## src/rtl/controller_responder.sv

```systemverilog
// Controller-side emulation of the LATCH/PULSE/DATA gamepad link: a 4021-style
// parallel-in/serial-out register fed from a live button vector.

module cr_in_filter #(
  parameter int FILTER_CYCLES = 2
) (
  input  logic clk,
  input  logic rst,
  input  logic async_in,
  output logic level
);
  logic       sync1_q, sync2_q, filt_q, filt_d;
  logic [3:0] cnt_q, cnt_d;

  // The count runs only while the synchronised level disagrees with the filtered one.
  always_comb begin
    filt_d = filt_q;
    cnt_d  = 4'd0;
    if (sync2_q != filt_q) begin
      if (cnt_q == 4'(FILTER_CYCLES - 1)) filt_d = sync2_q;
      else                                cnt_d  = cnt_q + 4'd1;
    end
  end

  always_ff @(posedge clk or posedge rst) begin
    if (rst) begin
      sync1_q <= 1'b0;
      sync2_q <= 1'b0;
      filt_q  <= 1'b0;
      cnt_q   <= 4'd0;
    end else begin
      sync1_q <= async_in;
      sync2_q <= sync1_q;
      filt_q  <= filt_d;
      cnt_q   <= cnt_d;
    end
  end

  assign level = filt_q;
endmodule

module controller_responder #(
  parameter int   FILTER_CYCLES = 2,
  parameter logic FILL_VALUE    = 1'b1
) (
  input  logic       I_CLK,
  input  logic       I_RESET,
  input  logic [7:0] I_BUTTONS,
  input  logic       I_LATCH,
  input  logic       I_PULSE,
  output logic       O_DATA,
  output logic       O_FRAME_DONE,
  output logic       O_BUSY
);
  typedef enum logic [1:0] {IDLE, LOAD, SHIFT} state_t;

  state_t     state_q, state_d;
  logic [7:0] sr_q, sr_d;
  logic [3:0] cnt_q, cnt_d;
  logic       data_q, data_d, fd_q, fd_d, busy_q, busy_d;
  logic       lat_lvl, pul_lvl, lat_prev_q, pul_prev_q;
  logic       lat_rise, lat_fall, pul_rise;
  logic [7:0] load_val;

  cr_in_filter #(.FILTER_CYCLES(FILTER_CYCLES)) u_lat_filt (
    .clk(I_CLK), .rst(I_RESET), .async_in(I_LATCH), .level(lat_lvl));
  cr_in_filter #(.FILTER_CYCLES(FILTER_CYCLES)) u_pul_filt (
    .clk(I_CLK), .rst(I_RESET), .async_in(I_PULSE), .level(pul_lvl));

  assign lat_rise = lat_lvl & ~lat_prev_q;
  assign lat_fall = ~lat_lvl & lat_prev_q;
  assign pul_rise = pul_lvl & ~pul_prev_q;

  // Wire order A,B,SELECT,START,UP,DOWN,LEFT,RIGHT from sr[0] upward, active-low.
  assign load_val = ~{I_BUTTONS[0], I_BUTTONS[1], I_BUTTONS[3], I_BUTTONS[2],
                      I_BUTTONS[7], I_BUTTONS[6], I_BUTTONS[5], I_BUTTONS[4]};

  always_ff @(posedge I_CLK or posedge I_RESET) begin
    if (I_RESET) begin
      state_q    <= IDLE;
      sr_q       <= 8'hFF;
      cnt_q      <= 4'd0;
      data_q     <= 1'b1;
      fd_q       <= 1'b0;
      busy_q     <= 1'b0;
      lat_prev_q <= 1'b0;
      pul_prev_q <= 1'b0;
    end else begin
      state_q    <= state_d;
      sr_q       <= sr_d;
      cnt_q      <= cnt_d;
      data_q     <= data_d;
      fd_q       <= fd_d;
      busy_q     <= busy_d;
      lat_prev_q <= lat_lvl;
      pul_prev_q <= pul_lvl;
    end
  end

  // LATCH events take priority over PULSE in SHIFT.
  always_comb begin
    state_d = state_q;
    case (state_q)
      IDLE:    if (lat_lvl) state_d = LOAD;
      LOAD:    if (lat_fall) state_d = SHIFT;
      SHIFT: begin
        if (lat_rise)                          state_d = LOAD;
        else if (pul_rise && cnt_q == 4'd7)    state_d = IDLE;
      end
      default: state_d = IDLE;
    endcase
  end

  always_comb begin
    sr_d  = sr_q;
    cnt_d = cnt_q;
    fd_d  = 1'b0;
    if (state_d == LOAD) begin
      sr_d  = load_val;
      cnt_d = 4'd0;
    end else if (state_q == SHIFT && pul_rise) begin
      sr_d  = {FILL_VALUE, sr_q[7:1]};
      cnt_d = (cnt_q == 4'd8) ? 4'd8 : cnt_q + 4'd1;
      fd_d  = (cnt_q == 4'd7);
    end
    data_d = (state_d == IDLE) ? FILL_VALUE : sr_d[0];
    busy_d = (state_d != IDLE);
  end

  assign O_DATA       = data_q;
  assign O_FRAME_DONE = fd_q;
  assign O_BUSY       = busy_q;
endmodule
```

## config.mk

```make
export PLATFORM = sky130hd
export DESIGN_NAME = controller_responder
export DESIGN_NICKNAME = d
export VERILOG_FILES = /design/src/rtl/controller_responder.sv
export SDC_FILE = /design/constraint.sdc
export NUM_CORES = 1
export LEC_CHECK = 0
export BUFFER_PORTS_ARGS = -buffer_cell sky130_fd_sc_hd__buf_2
export CAP_MARGIN = 40
export CORE_MARGIN = 4
export CORE_UTILIZATION = 25
export CTS_CLUSTER_DIAMETER = 60
export DETAILED_ROUTE_END_ITERATION = 12
export GPL_ROUTABILITY_DRIVEN = 0
export SLEW_MARGIN = 0
export SYNTH_ARGS = -nofsm -noshare
export SYNTH_HDL_FRONTEND = slang
export SYNTH_HIERARCHICAL = 1
export SYNTH_SLANG_ARGS = --single-unit
```

## constraint.sdc

```tcl
create_clock -name I_CLK -period 1.75 [get_ports I_CLK]
set_input_delay 0.35 -clock I_CLK [delete_from_list [all_inputs] [get_ports I_CLK]]
set_output_delay 0.35 -clock I_CLK [all_outputs]
set_load 0.005 [all_outputs]
```

==> flow_summary.yaml <==
timing:
  period_minus_slack_ns: 1.49
  slew_viol_final: 0
  finalSetupViolCount: 0
  tightest_slew_ns: 0.350
  period_share: 0.853
  fmax_mhz: 670
  hold_viol_final: 0
  fin_skew_ns: 0.00577
  slew_headroom: 0.764
  setup_tns_ns: 0
  rsz0062_at_grt: "no"
logic_synthesis:
  synth.net_count: 148
  synth-edff-count: 0
  yosys_warnings: 6
  yosysSeqAreaShare: 0.566
  ys_seq_elements: 33
  synthFlopType: "dfrtp_1"
  yosysUniqueCellTypes: 33
  syn-mean-instance-area_um2: 11.4
  syn-instance-count: 130
  synthArstFlopShare: 1.00
  syn_area_mm2: 0.00148
run_status:
  status: "finished clean"
clocking:
  cts-buffers-inserted: 5
  cts_hold_buf: 0
  cts_max_level: 2
  clock_sink_count: 33
  cts-root-buf: "clkbuf_8"
  cts_tree: "yes"
  cts.clk_slew.worst_paths_ns: 0.07
  clk_latency_ns: 0.28
  cts_resized: 0
  cts.path.max_buffers: 2
  post-cts-setup-buffer-count: 0
final_layout:
  antenna_cells: 0
  final_common_cell: "dfrtp_1"
  final_cell_mix: "24 x dfrtp_1, 14 x buf_2, 11 x inv_1, 11 x nor2_1, 10 x a21oi_1"
  drive_above_1_share: 0.278
  fin_area_mm2: 0.00171
  nFillCells: 616
  syn_to_final_growth_pct: 15.7
  nets: 168
grt:
  busiest_layer: "met2"
  track_usage: 0.0724
  antenna_found_initial: 0
  grt_max_degree: 23
  grt.met3_usage: 0.0262
  grt_pass1_wl_um: 4150
  grt-ovfl-total: 0
  use_met2: 0.111
  met1_usage: 0.0903
  grt_pass1_vias: 927
floorplanning:
  ioPinCount: 15
  die_width_um: 84.9
  rows: 27
  die_h_um: 84.9
  coreArea_mm2: 0.00561
  fp.dieArea_mm2: 0.00720
  start_util: 0.263
place:
  placed_area_mm2: 0.00163
  io_buffers: 14
  hpwlAfterDp_um: 1690
worst_setup_path:
  critPathKind: "flop to flop"
  path_cells: "and4bb_4, and2b_1, a211oi_1, a21oi_1"
  crit_path_max_incr_delay_ns: 0.51
  crit_path_top_delay_cell: "and4bb_4"
  cp_top_family: "simple AND/OR/NAND/NOR gates"
  required_ns: 1.95
  crit_fanout: 22
  critPathLaunchType: "flop"
  arrival_ns: 1.70
  cp_num_buf_inv: 0
  crit_path_end_kind: "flop"
drt:
  antenna_left: 0
  viasPerCell: 4.20
  initialDrtViolationCount: 6
  drtPass1Iterations: 2
  routed_wirelength_um: 2360
  vias: 936
  drc: 0
  routedWlPerCell_um: 10.6
power_and_ir_drop:
  max-vdd-ir-drop_mv: 0.744
  leakagePower_uw: 0.000778
  power_density_mw_per_mm2: 1530
flow_run:
  drv_cap: 0
worst_hold_path:
  hold_path_class: "primary input to async pin"
## layer usage
metal / up-vias / wire length, um
met5: - / 0
met2: 14 / 1060
met3: 7 / 86
li1: 472 / -
met4: 0 / 51
met1: 443 / 1160
## cells in the mapped netlist (2+ instances only)
master,instances,area (um2)
nand2_1,9,33.8
nor2_1,11,41.3
dfstp_2,9,236
a211oi_1,6,45.0
a21oi_1,10,50.1
ha_1,6,75.1
o21ai_0,2,10.0
buf_2,2,10.0
mux2_4,3,45.0
and2b_1,3,22.5
xor2_1,3,26.3
dfrtp_1,24,601
a21o_1,2,15.0
inv_1,11,41.3
nor2_2,3,18.8
nor3_1,2,10.0
xnor2_1,4,35.0
buf_6,2,22.5
nor2b_1,3,18.8
nand3_1,2,10.0
## state kept, by name (all words and copies together) (netlist names), 2 cells and up
signal and flops:
u_pul_filt/cnt_q 4, state_q 2, u_lat_filt/cnt_q 4, cnt_q 4, sr_q 8
## cell families (layout without fill, tap and decap cells)
logic type      Yosys count  in the layout  synth area share
simple gates             41             41             0.150
flops                    33             33             0.566
compound gates           24             24             0.104
buf+inv                  15             36            0.0500
xor+xnor                  7              7            0.0415
fa+ha+maj                 6              6            0.0508
mux                       4              4            0.0373
## area by class of cell
| class | count | area, um2 | share of cell area |
|---|---|---|---|
| sequential | 33 | 837 | 0.489 |
| multi-input combinational | 82 | 567 | 0.331 |
| timing repair buffer | 17 | 92.6 | 0.0541 |
| tap | 72 | 90.1 | 0.0527 |
| clock buffer | 6 | 72.6 | 0.0424 |
| inverter | 11 | 41.3 | 0.0241 |
| clock inverter | 2 | 10.0 | 0.00585 |
## report_power, final
group,internal (uW),switching [uW]
Combinational,397,426
Sequential,1080,181
Clock,275,262
## path summary, 6_finish.rpt
path	startpoint	end	slack, ns	cells past startpoint
max in group asynchronous	I_RESET	sr_q[2]	1.38	3
setup reg to reg	state_q[0]	sr_q[5]	0.26	4
hold / removal	I_RESET	u_lat_filt/level	0.01	2
hold reg to reg	u_pul_filt/sync1_q	u_pul_filt/sync2_q	0.35	0
min in group I_CLK	I_PULSE	u_pul_filt/sync1_q	0.17	1
setup / recovery	state_q[0]	sr_q[5]	0.26	4
## through the flow
step,hold slack [ns],std cells,setup WS [ns],util,total power [uW]
2_1_floorplan,0.153,130,0.428,-,1880
3_3_place_gp,0.320,215,0.311,0.290,2080
3_5_place_dp,0.322,215,0.267,0.290,2100
5_1_grt,0.0292,223,0.135,0.305,2840
4_1_cts,0.0131,223,0.240,0.305,2670
6_report,0.0132,223,0.257,0.305,2620
Power figures use the tool's default switching activity.
